$ cat config.mk
export PLATFORM = sky130hd
export DESIGN_NAME = bin_to_hex
export DESIGN_NICKNAME = d
export VERILOG_FILES = /design/src/rtl/bin_to_hex_pkg.sv /design/src/rtl/bin_to_hex_add3.sv /design/src/rtl/bin_to_hex.sv
export SDC_FILE = /design/constraint.sdc
export NUM_CORES = 1
export LEC_CHECK = 0
export BUFFER_PORTS_ARGS = -buffer_cell sky130_fd_sc_hd__buf_4
export CAP_MARGIN = 20
export CELL_PAD_IN_SITES_DETAIL_PLACEMENT = 1
export CELL_PAD_IN_SITES_GLOBAL_PLACEMENT = 1
export CORE_MARGIN = 2
export CORE_UTILIZATION = 46
export CTS_BUF_LIST = sky130_fd_sc_hd__clkbuf_2
export DETAILED_ROUTE_END_ITERATION = 7
export GPL_ROUTABILITY_DRIVEN = 0
export PLACE_DENSITY = 0.95
export SLEW_MARGIN = 40
export SYNTH_ARGS = -nofsm -noshare
export SYNTH_HDL_FRONTEND = slang
export SYNTH_HIERARCHICAL = 1
export SYNTH_SLANG_ARGS = --single-unit
$ cat constraint.sdc
create_clock -name clk -period 0.9 [get_ports clk]
set_input_delay 0.045 -clock clk [delete_from_list [all_inputs] [get_ports clk]]
set_output_delay 0.045 -clock clk [all_outputs]
set_load 0.02 [all_outputs]
$ cat src/rtl/bin_to_hex_pkg.sv
// Shared constants and the digit-count helper for the binary-to-BCD converter.
// Pure declarations: no logic, no latency, no flow control.
package bin_to_hex_pkg;

  localparam int BCD_W   = 4;
  localparam int BCD_MAX = 9;
  // A nibble at or above this value overflows past 9 once doubled.
  localparam int BCD_ADJ_THRESH = (BCD_MAX + 1) / 2;

  // Fewest decimal digits that can hold 2^width - 1.
  function automatic int ndig_for(input int width);
    longint maxv;
    longint pow10;
    int     n;
    maxv  = (longint'(1) << width) - 1;
    pow10 = 10;
    n     = 1;
    for (int k = 0; k < 8; k++) begin
      if (pow10 <= maxv) begin
        n     = n + 1;
        pow10 = pow10 * 10;
      end
    end
    return n;
  endfunction

endpackage

$ cat src/rtl/bin_to_hex_add3.sv
// Double-dabble correction cell: adds 3 to a BCD nibble of 5 or more.
// Purely combinational, no latency, no flow control.
module bcd_add3
  import bin_to_hex_pkg::*;
(
  input  logic [BCD_W-1:0] din,
  output logic [BCD_W-1:0] dout
);

  always_comb begin
    dout = din;
    if (din >= BCD_W'(BCD_ADJ_THRESH)) begin
      dout = din + BCD_W'(3);
    end
  end

endmodule

$ cat src/rtl/bin_to_hex.sv
// Binary-to-packed-BCD converter: combinational shift-add-3 grid, registered output.
// Latency 1 cycle; no backpressure, a new value is accepted every cycle.
module bin_to_hex
  import bin_to_hex_pkg::*;
#(
  parameter int IN_W = 4,
  parameter int NDIG = 2
) (
  input  logic                  clk,
  input  logic                  rst_n,
  input  logic [IN_W-1:0]       NUMBER,
  output logic [BCD_W*NDIG-1:0] DIGITS
);

  localparam int FW = BCD_W * NDIG;

  if (IN_W < 1 || IN_W > 16) begin : g_bad_width
    $error("bin_to_hex: IN_W must lie in 1..16");
  end
  if (NDIG < ndig_for(IN_W)) begin : g_bad_ndig
    $error("bin_to_hex: NDIG too small to hold 2^IN_W - 1");
  end

  // field[i] is the BCD field after i input bits have been shifted in.
  logic [FW-1:0]   field [0:IN_W];
  logic [FW-1:0]   adj   [0:IN_W-1];
  logic [IN_W-1:0] carry;

  assign field[0] = '0;

  for (genvar i = 0; i < IN_W; i++) begin : g_iter
    for (genvar d = 0; d < NDIG; d++) begin : g_dig
      bcd_add3 u_cell (
        .din  (field[i][d*BCD_W +: BCD_W]),
        .dout (adj[i][d*BCD_W +: BCD_W])
      );
    end
    assign {carry[i], field[i+1]} = {adj[i], NUMBER[IN_W-1-i]};
  end

  // The digit-count check makes a bit falling off the top impossible.
  always_comb begin : carry_chk
    assert (carry == '0);
  end

  logic [FW-1:0] digits_d;
  logic [FW-1:0] digits_q;

  always_comb begin
    digits_d = field[IN_W];
  end

  always_ff @(posedge clk or negedge rst_n) begin
    if (!rst_n) begin
      digits_q <= '0;
    end else begin
      digits_q <= digits_d;
    end
  end

  assign DIGITS = digits_q;

endmodule

==> impl_metrics.env <==
export IMPL_status="finished with violations"
export IMPL_violations="setup timing"
export IMPL_drcViolationCount=0
export IMPL_initial_core_util_pct=48.1
export IMPL_startpoint_type="input port"
export IMPL_p_per_area_mw_per_mm2=2170
export IMPL_yosysWarnings=6
export IMPL_gr_usage_met3_pct=7.67
export IMPL_irDropWorstVdd_mv=1.15
export IMPL_critPathRequiredTime_ns=1.07
export IMPL_grt_use_met1_pct=30.8
export IMPL_htreeDepth=1
export IMPL_port_buffer_count=13
export IMPL_drt_iter0_drc=37
export IMPL_grt_start_max_net_pins=9
export IMPL_busiest_layer="met2"
export IMPL_critical_path_cell_count=6
export IMPL_placed_area_sq_mm=0.00122
export IMPL_switching_power_mw=1.44
export IMPL_die_h_um=49.1
export IMPL_fin_ws_ns=-0.0536
export IMPL_setup_viol=2
export IMPL_num_nets_final=194
export IMPL_cts_root_buf="clkbuf_2"
export IMPL_rsz0062_at_grt="true"
export IMPL_final_setup_tns_ns=-0.0908
export IMPL_path_class="in -> reg"
export IMPL_clkPwrFrac_pct=7.9
export IMPL_switching_share_pct=49.9
export IMPL_fmax_mhz=1050
export IMPL_ant_nets=0
export IMPL_period_needed_ns=0.954
export IMPL_leakage_nw=0.713
export IMPL_vias_per_cell=5.73
export IMPL_cp_end_kind="register"
export IMPL_seqPwrFrac_pct=19.5
export IMPL_synthCells=121
export IMPL_hpwlAfterDp_um=2260
export IMPL_p_int_mw=1.45
export IMPL_cp_cell_sequence="buf_4, xnor2_1, inv_1, mux2i_4, o21ai_0, o21ai_1"
export IMPL_max_stage_delay_ns=0.25
export IMPL_avgSynthCellArea_sq_um=7.72
export IMPL_dr_pass1_iters=4
export IMPL_clockBufferDepth=2
export IMPL_cts_buffers=3
export IMPL_num_rows=16
export IMPL_largest_reg_flops=8
export IMPL_pre_cts_ws_ns=-0.351
export IMPL_wirelength_um=4740
export IMPL_hold_path_class="in -> async"
export IMPL_die_area_sq_mm=0.00241
export IMPL_worstPathMaxFanout=3
export IMPL_core_area_sq_mm=0.00194
export IMPL_synthesis_area_sq_um=935
export IMPL_vias=1129
export IMPL_use_met2_pct=64.9
export IMPL_fin_crit_sh_pct=106
export IMPL_cts_tree="yes"
export IMPL_grtUsageTotal_pct=34.0
export IMPL_p_comb_share_pct=72.6
export IMPL_clkSinkCount=8
export IMPL_routedWlPerCell_um=24.1
export IMPL_critPathArrivalTime_ns=1.12
export IMPL_die_w_um=49.1
export IMPL_num_antenna_cells=0
export IMPL_cpMaxStageDelayCell="mux2i_4"
export IMPL_max_cap_violations=0
export IMPL_fin_area_sq_mm=0.00133
export IMPL_overflow=0
export IMPL_grt_antenna_before_repair=0
export IMPL_drv_slew=0
export IMPL_first_global_vias=1209
export IMPL_cp_top_family="compound AO/OA/AOI/OAI gates"
export IMPL_fin_cells=197
export IMPL_hold_viol_final=0
export IMPL_pin_count=14
export IMPL_layout_drive_gt1_share_pct=23.5
export IMPL_clkTransAtPathRegs_ns=0.08
export IMPL_area_growth_pct=42.7
export IMPL_total_power_mw=2.90
export IMPL_placed_cells=190
export IMPL_grt_pass1_wl_um=5960
export IMPL_critPathBufInv=2
## power groups by stage
| stage | clock, mW | combinational (mW) | sequential [mW] |
|---|---|---|---|
| after global routing | 0.238 | 2.19 | 0.574 |
| after global placement | 0 | 1.42 | 0.543 |
| after detailed placement | 0 | 1.50 | 0.563 |
| final | 0.230 | 2.10 | 0.564 |
| after CTS | 0.195 | 1.64 | 0.554 |
| after floorplan | 0 | 0.887 | 0.735 |
## how the worst max path moves through the flow
| stage | startpoint | to | slack [ns] |
|---|---|---|---|
| after global placement | NUMBER[2] | DIGITS[2] | -0.21 |
| after detailed placement | NUMBER[2] | DIGITS[2] | -0.35 |
| after CTS | NUMBER[2] | DIGITS[2] | -0.04 |
| final | NUMBER[3] | DIGITS[4] | -0.05 |
| after global routing | NUMBER[3] | DIGITS[4] | -0.07 |
| after floorplan | NUMBER[2] | DIGITS[2] | -0.04 |
## cell usage in the layout (no fill, tap or decap), drive strengths merged
cell          n
a21oi         8
buf          22
clkbuf        3
conb         23
dfrtp         8
dlygate4sd3   2
ha           16
inv          16
mux2i         8
nand2        28
nand2b       12
nor2          8
o21ai         8
xnor2         8
## cell type report
cell class,count,area [sq um]
fill,252,608
sequential,8,200
tap,27,33.8
inverter,16,60.1
clock buffer,3,15.0
timing repair buffer,24,193
multi-input combinational,119,832
## what timing repair did
action	4_1_cts	5_1_grt
gates resized for setup	10	1
hold buffers	2	0
cloned	0	0
endpoints found under the setup margin	2	1
setup buffers	2	0
hold endpoints to repair	9	0
pin swaps	3	2
## layer usage
layer  routed length [um]  vias up
li1                     -      454
met1                 1470      529
met2                 2260       93
met3                  415       53
met4                  592        0
met5                    0        -
## stage by stage
stage               utilization [%]  hold WS (ns)
global route                   68.7         0.143
CTS                            68.1         0.185
floorplan                         -        -0.251
global placement               62.8        -0.139
finish                         68.7         0.142
detailed placement             62.8        -0.136
Note: power is estimated with default switching activity, not from simulation.
